### config.mk
export PLATFORM = sky130hd
export DESIGN_NAME = serial_adder
export DESIGN_NICKNAME = d
export VERILOG_FILES = /design/src/rtl/serial_adder.sv
export SDC_FILE = /design/constraint.sdc
export NUM_CORES = 1
export LEC_CHECK = 0
export CAP_MARGIN = 10
export CORE_MARGIN = 1.5
export CORE_UTILIZATION = 52
export DETAILED_ROUTE_END_ITERATION = 6
export PLACE_DENSITY = 0.91
export SYNTH_ARGS = -nofsm -noshare
export SYNTH_HDL_FRONTEND = slang
export SYNTH_SLANG_ARGS = --single-unit
export TNS_END_PERCENT = 30
### constraint.sdc
create_clock -name clk -period 7.5 [get_ports clk]
set_clock_uncertainty 0.2 [all_clocks]
set_input_delay 0.75 -clock clk [delete_from_list [all_inputs] [get_ports clk]]
set_output_delay 0.75 -clock clk [all_outputs]
set_load 0.02 [all_outputs]
### src/rtl/serial_adder.sv
// serial_adder: multi-cycle add/subtract, SLICE bits per clock
// with a registered carry between slices and start/busy/done handshake.
module serial_adder #(
    parameter int WIDTH = 8,
    parameter int SLICE = 1
) (
    input  logic             clk,
    input  logic             rst,
    input  logic             start,
    input  logic             sub,
    input  logic [WIDTH-1:0] a,
    input  logic [WIDTH-1:0] b,
    input  logic             cin,
    output logic             busy,
    output logic             done,
    output logic [WIDTH-1:0] sum,
    output logic             cout,
    output logic             ovf
);

    localparam int N  = WIDTH / SLICE;
    localparam int IW = (N > 1) ? $clog2(N) : 1;
    localparam int SW = $clog2(WIDTH) + 1;

    localparam logic [1:0] IDLE = 2'd0;
    localparam logic [1:0] RUN  = 2'd1;
    localparam logic [1:0] DONE = 2'd2;

    localparam logic [IW-1:0] LAST = IW'(N - 1);

    logic [1:0]       state;
    logic [IW-1:0]    idx;
    logic [WIDTH-1:0] a_q;
    logic [WIDTH-1:0] b_q;
    logic [WIDTH-1:0] sum_q;
    logic             carry;
    logic             cout_q;
    logic             ovf_q;

    logic [SW-1:0]    shift;
    logic [SLICE-1:0] a_s;
    logic [SLICE-1:0] b_s;
    logic [SLICE-1:0] s_s;
    logic [SLICE:0]   c;
    logic [WIDTH-1:0] mask;
    logic [WIDTH-1:0] sum_next;
    logic             accept;
    logic             last;

    assign accept = start && (state == IDLE || state == DONE);
    assign last   = (idx == LAST);

    // Ripple of SLICE full-adder cells on the current slice, merged into sum.
    always_comb begin
        shift = SW'(idx) * SW'(SLICE);
        a_s   = SLICE'(a_q >> shift);
        b_s   = SLICE'(b_q >> shift);
        c     = '0;
        s_s   = '0;
        c[0]  = carry;
        for (int i = 0; i < SLICE; i++) begin
            s_s[i]   = a_s[i] ^ b_s[i] ^ c[i];
            c[i+1]   = (a_s[i] & b_s[i]) | (c[i] & (a_s[i] ^ b_s[i]));
        end
        mask     = WIDTH'({SLICE{1'b1}});
        sum_next = (sum_q & ~(mask << shift))
                 | (WIDTH'(s_s) << shift);
    end

    // Control FSM and datapath registers; subtract is a + ~b + ~borrow.
    always_ff @(posedge clk) begin
        if (rst) begin
            state  <= IDLE;
            idx    <= '0;
            a_q    <= '0;
            b_q    <= '0;
            sum_q  <= '0;
            carry  <= 1'b0;
            cout_q <= 1'b0;
            ovf_q  <= 1'b0;
        end else if (accept) begin
            state <= RUN;
            idx   <= '0;
            a_q   <= a;
            b_q   <= sub ? ~b : b;
            carry <= cin ^ sub;
            sum_q <= '0;
        end else begin
            case (state)
                RUN: begin
                    sum_q <= sum_next;
                    carry <= c[SLICE];
                    if (last) begin
                        cout_q <= c[SLICE];
                        ovf_q  <= c[SLICE] ^ c[SLICE-1];
                        state  <= DONE;
                    end else begin
                        idx <= idx + 1'b1;
                    end
                end
                DONE:    state <= IDLE;
                default: state <= IDLE;
            endcase
        end
    end

    assign busy = (state == RUN);
    assign done = (state == DONE);
    assign sum  = sum_q;
    assign cout = cout_q;
    assign ovf  = ovf_q;

endmodule
==> reports/results.ini <==
[worst_setup_path]
critical_path_class = reg2reg
r2r_slack_ns = 4.66
ff2ff_path_depth = 6
cp_max_fo = 10
regToRegStartpoint = idx[0]
cp_cell_sequence = mux4_2, mux2i_1, fa_1, nor4b_2, nand3_1, a21oi_1
cp-start-kind = register
critical-path-max-stage-delay_ns = 0.64
worstPathRequired_ns = 7.56
timing.rr.end = sum[6]
cp.arrival_ns = 2.91
cp_slowest_cell = dfxtp_1
crit_start = idx[0]
worstSetupEndpoint = sum[6]
cp-end-kind = register

[sta]
setup_viol = 0
final_hold_viol_count = 0
tns_ns = 0
hold_ws_ns = 0.263
worstMarginPinSlew_ns = 0.736
period_share_pct = 37.9
relSlewSlack_pct = 50.8
report.final.slew_viol_count = 0
period_minus_slack_ns = 2.84
fmax_mhz = 352
setup_ws_ns = 4.66
rsz0062_at_grt = false

[global_route]
gr-usage-all-layers_pct = 20.3
grt_max_degree = 25
grt_pass1_wl_um = 5040
grt_pass1_vias = 1248
overflow = 0
antenna_found_initial = 0

[routing]
drt_first_pass_iters = 4
routedWlPerCell_um = 13.0
vias = 1281
drc = 0
wl_met2_um = 1540
routed.top_layer = met4
wl_met3_um = 189
drt_wl_total_um = 3000
met1_length_um = 1190
vias_per_cell = 5.55
antenna_left = 0
drt_iter0_markers = 39

[floorplanning]
start_util_pct = 55.3
die_area_mm2 = 0.00329
rows = 19
ios = 33
die_h_um = 57.4
core_area_mm2 = 0.00278
die_w_um = 57.4

[cells_and_area]
area_delta_synth_final_pct = 23.8
num-nets-final = 227
antennaDiodeCount = 0
drive_above_1_share_pct = 8.50

[clock_network]
clkSlewWorstSetupHoldPaths_ns = 0.09
cts_tree = yes
clk_latency_ns = 0.34
cts_max_path_buffers = 2
cts_setup_buffers = 0
cts_sinks = 32
ctsResizeCount = 0
cts_root_buffer = clkbuf_4
cts_max_level = 2
numCtsBuffers = 5
postCtsHoldBufs = 0

[power_and_ir_drop]
power_switching_uw = 92.4
intPower_uw = 253
p_leak_nw = 0.680
vdd.ir_drop.worst_uv = 173
power_density_mw_per_mm2 = 181
p_comb_share_pct = 16.5
p_seq_share_pct = 53.9
p_clk_share_pct = 29.6
switching_share_pct = 26.7

[place]
pre_cts_slack_ns = 4.66
hpwlAfterDp_um = 2250
routabilityCongestion = 0.820
io_buffers = 32

[job]
cap_violations = 0

[yosys]
synth_top_family_by_area = simple AND/OR/NAND/NOR gates
synth-simple-area-share_pct = 18.1
synth_top_area_cell = dfxtp_1
avgSynthCellArea_um2 = 8.99
muxShareOfSynthArea_pct = 7.16
synth_area_leaders = dfxtp_1 (42%), nand2_1 (6.6%), xnor2_1 (6.3%)
synth_seq_cells = 32
synth-xor-area-share_pct = 6.27
ys_types = 28
synth_compound_area_share_pct = 15.1
ys_seq_area_share_pct = 41.7
synth_fa_ha_area_share_pct = 6.18
syn_area_mm2 = 0.00154
syn_inst = 171
synth.top_cell.area_share_pct = 41.7
syn_nets = 199
yosysWarningCount = 0

[worst_hold_path]
hp-class = reg2reg

[status]
status = finished, final reports clean

## Yosys cell counts
cell and count:
a211oi_1 9, a21oi_1 18, a221o_1 1, a311oi_1 1
a31oi_1 1, a32oi_1 1, and4bb_2 1, buf_2 6
buf_6 1, clkbuf_1 4, clkbuf_2 1, dfxtp_1 32
fa_1 1, ha_1 6, inv_1 5, inv_4 1
mux2i_1 2, mux4_2 4, nand2_1 27, nand2b_1 6
nand3_1 2, nand3b_1 1, nor2_1 15, nor2b_1 4
nor3b_2 1, nor4b_2 1, o21ai_0 8, xnor2_1 11
## worst min-delay path by stage
stage,from,to,slack (ns),cells past startpoint
floorplan,a_q[2],a_q[2],0.23,2
CTS,a_q[6],a_q[6],0.27,2
finish,a_q[4],a_q[4],0.26,2
global placement,ovf,ovf,0.25,2
detailed placement,a_q[7],a_q[7],0.25,2
global route,a_q[4],a_q[4],0.29,2
## worst max-delay path: cells and delay by family (launching register included)
kind / cells / cell delay [ns]
fa+ha+maj: 1 / 0.48
compound gates: 1 / 0.17
simple gates: 2 / 0.49
flops: 1 / 0.64
mux: 2 / 0.79
## cell usage in the layout, fill, tap and decap left out, types with 2 or more instances in the layout
master	netlist	layout
nand3_1	2	2
clkdlybuf4s50_1	0	32
a21oi_1	18	18
a211oi_1	9	9
xnor2_1	11	11
nand2b_1	6	6
mux2i_1	2	2
clkinv_2	0	2
o21ai_0	8	8
nor2b_1	4	4
dfxtp_1	32	32
nor2_1	15	15
mux4_2	4	4
inv_1	5	5
clkbuf_4	0	5
nand2_1	27	27
ha_1	6	6
## metal layers
metal | global-route usage [%] | vias up
li1 | - | 633
met1 | 21.3 | 597
met2 | 34.7 | 42
met3 | 9.30 | 9
met4 | 8.64 | 0
met5 | 0 | -
## flip-flops by register name (all words and copies together) (netlist names)
signal / cells
carry: 1
cout: 1
a_q: 8
state: 2
b_q: 8
sum: 8
ovf: 1
idx: 3
## cells by family after synthesis
| family | Yosys count |
|---|---|
| flops | 32 |
| compound gates | 39 |
| buf+inv | 18 |
| fa+ha+maj | 7 |
| mux | 6 |
| simple gates | 58 |
| xor+xnor | 11 |
## final cells by class
class | count | area (um2)
Tap cell | 31 | 38.8
Clock inverter | 2 | 10.0
Clock buffer | 6 | 51.3
Sequential cell | 32 | 641
Inverter | 6 | 25.0
Multi-Input combinational cell | 121 | 811
Fill cell | 225 | 877
Timing Repair Buffer | 33 | 328
## power groups by stage
| stage | Clock, mW | Sequential (mW) | Combinational [mW] |
|---|---|---|---|
| 2_1_floorplan | 0 | 0.187 | 0.0418 |
| 3_3_place_gp | 0 | 0.190 | 0.0547 |
| 3_5_place_dp | 0 | 0.190 | 0.0571 |
| 4_1_cts | 0.105 | 0.186 | 0.0574 |
| 5_1_grt | 0.113 | 0.188 | 0.0628 |
| 6_report | 0.102 | 0.186 | 0.0570 |
## through the flow
step	std cells	area (um2)	power [mW]	utilization [%]
2_1_floorplan	171	1540	0.228	-
3_3_place_gp	223	1840	0.244	66.3
3_5_place_dp	223	1840	0.247	66.3
4_1_cts	231	1900	0.349	68.5
5_1_grt	231	1900	0.364	68.5
6_report	231	1900	0.346	68.5
No activity file was read; power rests on OpenSTA's default activity.
